File: src/rtl/ddr3_arb_pkg.sv
// ddr3_arb_pkg: shared command encodings, beat geometry and FSM state type for the DDR3 port arbiter
package ddr3_arb_pkg;
    localparam logic DDR_CMD_WR = 1'b0;
    localparam logic DDR_CMD_RD = 1'b1;
    localparam int BEAT_OFFSET_BITS = 5;
    typedef enum logic {IDLE, ISSUE} arb_state_e;
endpackage

File: src/rtl/ddr3_arb_tag_fifo.sv
// ddr3_arb_tag_fifo: in-order FIFO of issuing-port tags for reads in flight
module ddr3_arb_tag_fifo #(
    parameter int W          = 1,
    parameter int DEPTH_LOG2 = 3
) (
    input  logic                aclk,
    input  logic                aresetn,
    input  logic                push,
    input  logic [W-1:0]        push_data,
    input  logic                pop,
    output logic [W-1:0]        head,
    output logic                full,
    output logic                empty,
    output logic [DEPTH_LOG2:0] count
);
    localparam int CW = DEPTH_LOG2 + 1;
    logic [W-1:0] mem [2**DEPTH_LOG2];
    logic [DEPTH_LOG2-1:0] wr_ptr, rd_ptr;
    logic wr, rd;
    assign full  = count == CW'(2**DEPTH_LOG2);
    assign empty = count == '0;
    assign rd    = pop & ~empty;
    assign wr    = push & (~full | rd);
    assign head  = mem[rd_ptr];
    // Tag storage; contents are don't-care until written
    always_ff @(posedge aclk) begin
        if (wr) mem[wr_ptr] <= push_data;
    end
    // Pointers and occupancy; a simultaneous push and pop leaves the count unchanged
    always_ff @(posedge aclk or negedge aresetn) begin
        if (!aresetn) begin
            wr_ptr <= '0;
            rd_ptr <= '0;
            count  <= '0;
        end else begin
            if (wr) wr_ptr <= wr_ptr + 1'b1;
            if (rd) rd_ptr <= rd_ptr + 1'b1;
            count <= count + CW'(wr) - CW'(rd);
        end
    end
endmodule

File: src/rtl/ddr3_port_arbiter.sv
// ddr3_port_arbiter: round-robin sharing of one DDR3 command/data port with in-order read return routing
module ddr3_port_arbiter
    import ddr3_arb_pkg::*;
#(
    parameter int NUM_PORTS      = 2,
    parameter int TAG_DEPTH_LOG2 = 3,
    parameter int ADDR_W         = 29,
    parameter int DATA_W         = 256
) (
    input  logic                          aclk,
    input  logic                          aresetn,
    input  logic                          init_calib_complete,
    input  logic [NUM_PORTS-1:0]          req_valid,
    output logic [NUM_PORTS-1:0]          req_ready,
    input  logic [NUM_PORTS-1:0]          req_we,
    input  logic [NUM_PORTS*ADDR_W-1:0]   req_addr,
    input  logic [NUM_PORTS*DATA_W-1:0]   req_wdata,
    input  logic [NUM_PORTS*DATA_W/8-1:0] req_be,
    output logic [NUM_PORTS-1:0]          rsp_valid,
    output logic [DATA_W-1:0]             rsp_data,
    input  logic                          ddr_cmd_ready,
    input  logic                          ddr_wr_data_ready,
    output logic                          ddr_cmd_en,
    output logic                          ddr_cmd,
    output logic [ADDR_W-1:0]             ddr_cmd_addr,
    output logic [DATA_W-1:0]             ddr_wr_data,
    output logic [DATA_W/8-1:0]           ddr_wr_strb,
    input  logic                          ddr_rd_data_valid,
    input  logic [DATA_W-1:0]             ddr_rd_data,
    output logic [TAG_DEPTH_LOG2:0]       rd_outstanding,
    output logic                          err_unexpected_rd
);
    localparam int PW = $clog2(NUM_PORTS);
    localparam int BW = DATA_W / 8;
    localparam int HW = ADDR_W - BEAT_OFFSET_BITS;

    arb_state_e state, state_nxt;
    logic [PW-1:0] ptr, pick, head, port_r;
    logic [NUM_PORTS-1:0] elig;
    logic any, grant, issue, push, pop, fifo_full, fifo_empty;
    logic we_r;
    logic [HW-1:0] addr_r;
    logic [DATA_W-1:0] wdata_r;
    logic [BW-1:0] be_r;

    // Eligible ports and round-robin pick; scanning down from the farthest offset lets the nearest one win
    always_comb begin
        any  = 1'b0;
        pick = ptr;
        for (int i = 0; i < NUM_PORTS; i++)
            elig[i] = req_valid[i] & init_calib_complete & (req_we[i] | ~fifo_full);
        for (int i = NUM_PORTS - 1; i >= 0; i--)
            if (elig[(int'(ptr) + i) % NUM_PORTS]) begin
                any  = 1'b1;
                pick = PW'((int'(ptr) + i) % NUM_PORTS);
            end
    end

    // Next state plus grant, command and tag-FIFO strobes; command fields read as zero outside ISSUE
    always_comb begin
        issue        = state == ISSUE;
        grant        = (state == IDLE) & any;
        req_ready    = grant ? (NUM_PORTS'(1) << pick) : '0;
        ddr_cmd_en   = issue & ddr_cmd_ready & (~we_r | ddr_wr_data_ready);
        ddr_cmd      = issue ? (we_r ? DDR_CMD_WR : DDR_CMD_RD) : 1'b0;
        ddr_cmd_addr = issue ? {addr_r, {BEAT_OFFSET_BITS{1'b0}}} : '0;
        ddr_wr_data  = issue ? wdata_r : '0;
        ddr_wr_strb  = issue ? ~be_r : '0;
        push         = ddr_cmd_en & ~we_r;
        pop          = ddr_rd_data_valid & ~fifo_empty;
        state_nxt    = grant ? ISSUE : (ddr_cmd_en ? IDLE : state);
    end

    // State register and round-robin pointer, which moves just past the granted port
    always_ff @(posedge aclk or negedge aresetn) begin
        if (!aresetn) begin
            state <= IDLE;
            ptr   <= '0;
        end else begin
            state <= state_nxt;
            if (grant) ptr <= (int'(pick) == NUM_PORTS - 1) ? '0 : pick + 1'b1;
        end
    end

    // Command register captured from the granted port; only beat-aligned address bits are kept
    always_ff @(posedge aclk or negedge aresetn) begin
        if (!aresetn) begin
            we_r    <= 1'b0;
            addr_r  <= '0;
            wdata_r <= '0;
            be_r    <= '0;
            port_r  <= '0;
        end else if (grant) begin
            we_r    <= req_we[pick];
            addr_r  <= req_addr[int'(pick)*ADDR_W + BEAT_OFFSET_BITS +: HW];
            wdata_r <= req_wdata[int'(pick)*DATA_W +: DATA_W];
            be_r    <= req_be[int'(pick)*BW +: BW];
            port_r  <= pick;
        end
    end

    // Read return: route each beat to the head tag one cycle later; a beat with nothing in flight is dropped and flagged
    always_ff @(posedge aclk or negedge aresetn) begin
        if (!aresetn) begin
            rsp_valid         <= '0;
            rsp_data          <= '0;
            err_unexpected_rd <= 1'b0;
        end else begin
            rsp_valid         <= pop ? (NUM_PORTS'(1) << head) : '0;
            if (pop) rsp_data <= ddr_rd_data;
            err_unexpected_rd <= err_unexpected_rd | (ddr_rd_data_valid & fifo_empty);
        end
    end

    ddr3_arb_tag_fifo #(
        .W          (PW),
        .DEPTH_LOG2 (TAG_DEPTH_LOG2)
    ) u_tag_fifo (
        .aclk      (aclk),
        .aresetn   (aresetn),
        .push      (push),
        .push_data (port_r),
        .pop       (pop),
        .head      (head),
        .full      (fifo_full),
        .empty     (fifo_empty),
        .count     (rd_outstanding)
    );
endmodule
File: config.mk
export PLATFORM = sky130hd
export DESIGN_NAME = ddr3_port_arbiter
export DESIGN_NICKNAME = d
export VERILOG_FILES = /design/src/rtl/ddr3_arb_pkg.sv /design/src/rtl/ddr3_arb_tag_fifo.sv /design/src/rtl/ddr3_port_arbiter.sv
export SDC_FILE = /design/constraint.sdc
export NUM_CORES = 1
export LEC_CHECK = 0
export CAP_MARGIN = 20
export CELL_PAD_IN_SITES_DETAIL_PLACEMENT = 1
export CELL_PAD_IN_SITES_GLOBAL_PLACEMENT = 2
export CORE_AREA = 2 2 586 588
export CTS_BUF_LIST = sky130_fd_sc_hd__clkbuf_16
export CTS_CLUSTER_SIZE = 30
export DETAILED_ROUTE_END_ITERATION = 7
export DIE_AREA = 0 0 588 590
export HOLD_SLACK_MARGIN = 0.05
export PLACE_DENSITY_LB_ADDON = 0.12
export SYNTH_ARGS = -nofsm -noshare
export SYNTH_HDL_FRONTEND = slang
export SYNTH_SLANG_ARGS = --single-unit
export TNS_END_PERCENT = 50
File: constraint.sdc
create_clock -name aclk -period 2.6 [get_ports aclk]
set_input_delay 0.39 -clock aclk [delete_from_list [all_inputs] [get_ports aclk]]
set_output_delay 0.39 -clock aclk [all_outputs]
set_load 0.02 [all_outputs]
==> flow_metrics.env, run 1 <==
export IMPL_crit_fanout=7
export IMPL_die_w_um=588
export IMPL_die_h_um=590
export IMPL_postSynthAreaPerCell_um2=13.22
export IMPL_drcViolationCount=0
export IMPL_placed_cells=8090
export IMPL_ys_warn_count=0
export IMPL_fin_area_mm2=0.05409
export IMPL_maxSlewViolCount=0
export IMPL_worst_slack_ns=-0.2756
export IMPL_fillCellCount=38798
export IMPL_vias=25951
export IMPL_pwr_share_seq_pct=27.8
export IMPL_busiest_layer="met2"
export IMPL_synth_flop_cell="dfrtp_1"
export IMPL_synth_distinct_cells=40
export IMPL_gp_congestion=0.7484
export IMPL_numCtsBuffers=99
export IMPL_routedWlPerCell_um=29.14
export IMPL_syn_area_mm2=0.02736
export IMPL_relSlewSlack_pct=47.06
export IMPL_final_util_pct=15.86
export IMPL_dp_hpwl_um=187900
export IMPL_holdWs_ns=0.1813
export IMPL_setup_viol=235
export IMPL_clockBufferDepth=4
export IMPL_start_util_pct=8.021
export IMPL_grt_util_met1_pct=13.76
export IMPL_cap_violations=0
export IMPL_setup_worst_path_start="issue$_DFFE_PN0P_"
export IMPL_io_buffers=1468
export IMPL_drt_initial_drc_count=1092
export IMPL_intPower_mw=33.23
export IMPL_powerDensity_mw_per_mm2=1018
export IMPL_leakage_nw=21.02
export IMPL_grt_ovfl_total=0
export IMPL_worst_endpoint_arrival_ns=2.49
export IMPL_grt_start_max_net_pins=71
export IMPL_ios=1484
export IMPL_h_tree_depth=3
export IMPL_layout_min_cycle_time_ns=2.876
export IMPL_totalPowerFinal_mw=55.08
export IMPL_finalClockSkew_ns=0.06282
export IMPL_drive_above_1_share_pct=31.36
export IMPL_synth_edff_count=8
export IMPL_synthArstFlopShare_pct=98.65
export IMPL_combPwrFrac_pct=49.2
export IMPL_synth_seq_area_share_pct=54.38
export IMPL_met3_usage_pct=7.270
export IMPL_dpl_instance_area_mm2=0.04943
export IMPL_fin_cells=8399
export IMPL_nets=4627
export IMPL_end_kind="primary output"
export IMPL_core_mm2=0.3411
export IMPL_cts_root_buf="clkbuf_16"
export IMPL_fin_crit_sh_pct=110.6
export IMPL_antenna_found_initial=196
export IMPL_timing_rr_start="u_tag_fifo.count[3]$_DFF_PN0_"
export IMPL_grt_pass1_vias=28401
export IMPL_syn_inst=2069
export IMPL_worst_pin_slew_ns=0.7916
export IMPL_track_usage_pct=13.11
export IMPL_synth_seq_cells=593
export IMPL_swShare_pct=39.68
export IMPL_grt_pass1_wl_um=302300
export IMPL_clkPwrFrac_pct=23.0
export IMPL_critPathKind="reg -> out"
export IMPL_violations="negative setup slack"
export IMPL_hp_class="in -> reg"
export IMPL_startpoint_type="register"
export IMPL_cts_tree="built"
export IMPL_report_final_hold_viol_count=0
export IMPL_row_count=215
export IMPL_fmax_ghz=0.3478
export IMPL_vias_per_cell=3.090
export IMPL_status="complete, but fails checks"
export IMPL_drt_pass1_iter_count=7
export IMPL_wl_um=244800
export IMPL_rsz0062_at_grt="yes"
export IMPL_clk_pin_slew_worst_paths_ns=0.06
export IMPL_cp_required_ns=2.21
export IMPL_worstHoldStart="ddr_rd_data[235]"
export IMPL_die_area_mm2=0.3469
export IMPL_tns_ns=-32.09
export IMPL_pre_cts_ws_ns=-0.5514
export IMPL_power_switching_mw=21.85
export IMPL_clk_latency_ns=0.82
export IMPL_grtUsageMet2_pct=22.74
export IMPL_drtAntennaViolNets=0
export IMPL_cts_sinks=593
export IMPL_peakVddDrop_v=0.0005219
export IMPL_syn2layout_area_growth_pct=97.69
==> per-layer routing <==
metal / up-vias / share of wire, % / routed length [um]
li1: 11120 / - / -
met1: 13051 / 37 / 91020
met2: 1235 / 49 / 121000
met3: 381 / 11 / 26220
met4: 164 / 2.3 / 5523
met5: - / 0.43 / 1041
==> sequential cells by signal, indices dropped and copies added, names as in the netlist <==
name	flops
port_r	1
u_tag_fifo.wr_ptr	3
rsp_data	256
wdata_r	256
u_tag_fifo.rd_ptr	3
u_tag_fifo.mem	8
ptr	1
we_r	1
be_r	32
err_unexpected_rd	1
addr_r	24
rsp_valid	2
u_tag_fifo.count	4
issue	1
==> layout make-up <==
type	instances	area, um2	area share (%)
repair buffers	1753	18740	34.64
well taps	4557	5702	10.54
multi-input cells	1261	11690	21.62
diodes	51	127.6	0.2359
clock buffers	101	2527	4.673
flip-flops and latches	593	14880	27.52
clock inverters	73	379.1	0.7009
inverters	10	41.29	0.07634
==> Yosys cell counts (all sizes together) (2+ instances only) <==
library cell  instances  area (um2)
and2                281        1758
nand2                 9       33.78
nor2                 38       142.6
nor3                  5       30.03
xor2                  3       26.28
nor3b               316        2923
edfxtp                8       240.2
mux2                258        2905
mux4                  2       45.04
a21o                  3       22.52
buf                 111       774.5
xnor2                 3       26.28
clkbuf               98       367.9
inv                   9       33.78
dfrtp               585       14640
nand2b                2       12.51
a221o               313        3133
ha                    8       100.1
==> layout by cell type (no fill, tap or decap), types with 114 or more instances in the layout <==
cell	Yosys	routed
dfrtp_1	585	584
clkbuf_16	0	130
a221o_1	313	313
clkdlybuf4s50_1	0	1149
buf_4	6	210
buf_12	0	118
nor3b_1	206	200
mux2_2	258	258
and2_1	281	201
nor3b_2	110	114
==> path summary, 6_finish.rpt <==
| path | endpoint | cells past startpoint | slack, ns |
|---|---|---|---|
| max | ddr_wr_data[88] | 7 | -0.28 |
| min | rsp_data[235]$_DFFE_PN0P_ | 2 | 0.18 |
| max reg2reg | wdata_r[63]$_DFFE_PN0P_ | 9 | -0.06 |
| min reg2reg | err_unexpected_rd$_DFF_PN0_ | 1 | 0.48 |
| max in group asynchronous | rsp_data[0]$_DFFE_PN0P_ | 3 | 1.44 |
| min in group asynchronous | rsp_data[57]$_DFFE_PN0P_ | 2 | 0.22 |
==> worst max-delay path, cell delays in order, from the launching register on <==
cell and delay [ns]:
dfrtp_4 0.53, buf_16 0.17, buf_16 0.17, buf_16 0.17, buf_12 0.15, clkbuf_16 0.16
and2_4 0.14, buf_12 0.13
==> power by group through the flow <==
| stage | sequential (mW) | combinational [mW] | clock (mW) |
|---|---|---|---|
| floorplan | 15.6 | 9.86 | 0 |
| global placement | 15.5 | 25.8 | 0 |
| detailed placement | 15.4 | 25.7 | 0 |
| CTS | 15.3 | 26.0 | 13.6 |
| global route | 15.9 | 28.9 | 13.7 |
| finish | 15.3 | 27.1 | 12.7 |
==> cells by family (layout without fill, tap and decap cells) <==
kind of cell             after synthesis  after routing  share of synthesized area, %
XOR/XNOR                               6              6                        0.1921
AO/OA/AOI/OAI                        322            322                         11.68
adder cells (fa/ha/maj)                9              9                        0.4390
multiplexers                         261            261                         10.82
buffers and inverters                219           1937                         4.312
flip-flops                           593            593                         54.38
AND/OR/NAND/NOR                      658            658                         18.16
other                                  1             56                       0.01371
==> what timing repair did <==
item,CTS,global route
cloned,3,40
hold buffers,1,0
resized for setup,417,697
pin swaps,1,21
setup endpoints to repair,330,537
buffers inserted,10,34
endpoints found under the hold margin,229,0
Power figures use the tool's default switching activity.
==> inputs of run 2 (changes only) <==
--- a/config.mk
+++ b/config.mk
@@ -15,6 +15,7 @@
 export DIE_AREA = 0 0 588 590
 export HOLD_SLACK_MARGIN = 0.05
 export PLACE_DENSITY_LB_ADDON = 0.12
+export SKIP_CTS_REPAIR_TIMING = 1
 export SYNTH_ARGS = -nofsm -noshare
 export SYNTH_HDL_FRONTEND = slang
 export SYNTH_SLANG_ARGS = --single-unit
==> run 2 against run 1 <==
Net effect: the run still ends with negative setup slack left; worst hold slack gained 0.00086 ns; clock power is essentially flat; clock skew grew 0.0016 ns; first-iteration DRC count grew 6.5%; worst setup slack gained 0.075 ns; design area is essentially flat; critical path depth is the same; maximum frequency grew 2.7%; global-route usage shrank 0.15 points; core utilization is essentially flat; highest routed layer unchanged.
==> flow_metrics.env, run 2 (synthesis gave the netlist of run 1 again) <==
export IMPL_status="complete, but fails checks"
export IMPL_violations="negative setup slack"
export IMPL_drtAntennaViolNets=0
export IMPL_layout_min_cycle_time_ns=2.801
export IMPL_final_util_pct=15.87
export IMPL_antenna_found_initial=196
export IMPL_tns_ns=-11.72
export IMPL_die_h_um=590
export IMPL_setup_viol=179
export IMPL_reg_top3="rsp_data: 256 flops, wdata_r: 256 flops, be_r: 32 flops"
export IMPL_leakage_nw=21.50
export IMPL_hp_class="in -> reg"
export IMPL_cp_required_ns=2.21
export IMPL_holdWs_ns=0.1821
export IMPL_nets=4602
export IMPL_core_mm2=0.3411
export IMPL_grt_pass1_wl_um=299600
export IMPL_row_count=215
export IMPL_vias=25747
export IMPL_fmax_ghz=0.3570
export IMPL_start_util_pct=8.021
export IMPL_layout_common_cells="clkdlybuf4s50_1, dfrtp_1, a221o_1, mux2_2, nor3b_1"
export IMPL_grt_pass1_vias=28316
export IMPL_maxSlewViolCount=0
export IMPL_die_w_um=588
export IMPL_clockBufferDepth=4
export IMPL_crit_fanout=3
export IMPL_io_buffers=1468
export IMPL_report_final_hold_viol_count=0
export IMPL_routedWlPerCell_um=28.62
export IMPL_worst_pin_slew_ns=0.7512
export IMPL_powerDensity_mw_per_mm2=1030
export IMPL_worst_endpoint_arrival_ns=2.41
export IMPL_worst_slack_ns=-0.2008
export IMPL_drcViolationCount=0
export IMPL_rsz0062_at_grt="yes"
export IMPL_drt_initial_drc_count=1163
export IMPL_syn2layout_area_growth_pct=97.87
export IMPL_cts_sinks=593
export IMPL_cap_violations=0
export IMPL_die_area_mm2=0.3469
export IMPL_drt_pass1_iter_count=5
export IMPL_ios=1484
export IMPL_grt_ovfl_total=0
export IMPL_peakVddDrop_v=0.0005254
export IMPL_numCtsBuffers=99
export IMPL_wl_um=239700
export IMPL_end_kind="primary output"
export IMPL_critPathKind="reg -> out"
export IMPL_cts_tree="built"
export IMPL_fin_area_mm2=0.05414
export IMPL_dpl_instance_area_mm2=0.04943
export IMPL_finalClockSkew_ns=0.06440
export IMPL_drive_above_1_share_pct=31.84
export IMPL_h_tree_depth=3
export IMPL_gp_congestion=0.7484
export IMPL_clk_pin_slew_worst_paths_ns=0.05
export IMPL_cts_root_buf="clkbuf_16"
export IMPL_dp_hpwl_um=187900
export IMPL_mostFrequentLayoutCell="clkdlybuf4s50_1"
export IMPL_relSlewSlack_pct=49.76
export IMPL_grt_start_max_net_pins=71
export IMPL_fin_crit_sh_pct=107.7
export IMPL_track_usage_pct=12.95
export IMPL_clk_latency_ns=0.82
export IMPL_totalPowerFinal_mw=55.77
export IMPL_startpoint_type="register"
export IMPL_vias_per_cell=3.074
run 2: cell count changes in the layout (fill, tap and decap cells not counted), sizes merged:
cell           delta
buf               +7
bufbuf            -3
clkbuf           -22
clkdlybuf4s15    -42
clkdlybuf4s50     +2
diode             +2
dlygate4sd2       -6
dlymetal6s2s     +39
run 2: layout make-up:
cell class                      count  area [um2]
Antenna cell                       53       132.6
Clock buffer                      101        2527
Clock inverter                     73       379.1
Fill cell                       38764      287000
Inverter                           10       41.29
Multi-Input combinational cell   1261       11850
Sequential cell                   593       14880
Tap cell                         4557        5702
Timing Repair Buffer             1728       18630
run 2: power by group:
group	total, mW	internal, mW	switching [mW]
clock network	12.7	7.22	5.46
logic	27.7	13.9	13.9
registers	15.4	12.8	2.55
total	55.8	33.9	21.9
run 2: final timing paths:
kind                                          startpoint                     endpoint  slack (ns)  depth (start not counted)
setup reg to reg           u_tag_fifo.count[2]$_DFF_PN0_      wdata_r[80]$_DFFE_PN0P_       -0.11                          9
min in group asynchronous                        aresetn     rsp_data[57]$_DFFE_PN0P_        0.22                          2
max in group asynchronous                        aresetn      rsp_data[0]$_DFFE_PN0P_        1.44                          3
hold / removal                          ddr_rd_data[207]    rsp_data[207]$_DFFE_PN0P_        0.18                          2
hold reg to reg              err_unexpected_rd$_DFF_PN0_  err_unexpected_rd$_DFF_PN0_        0.48                          1
setup / recovery           u_tag_fifo.count[2]$_DFF_PN0_                 req_ready[0]       -0.20                          7
run 2: metal layers:
metal  up-vias  part of all wire [%]  track usage, %
li1      11058                     -               -
met1     12931                    37           13.53
met2      1223                    49           22.54
met3       373                    11           7.281
met4       162                   2.1           2.758
met5         -                  0.43               0
run 2: critical path, stage by stage (launching register included):
cell	delay [ns]
dfrtp_1	0.39
inv_2	0.08
ha_4	0.17
or4b_4	0.47
and4_4	0.24
nor2_4	0.08
buf_6	0.11
buf_12	0.11
run 2: per-stage QoR:
stage / setup WS [ns] / instances
after floorplan: 0.04316 / 2073
after global placement: -0.5996 / 8090
after detailed placement: -0.5514 / 8090
after CTS: -0.8917 / 8264
after global routing: -0.3850 / 8333
final: -0.2008 / 8376
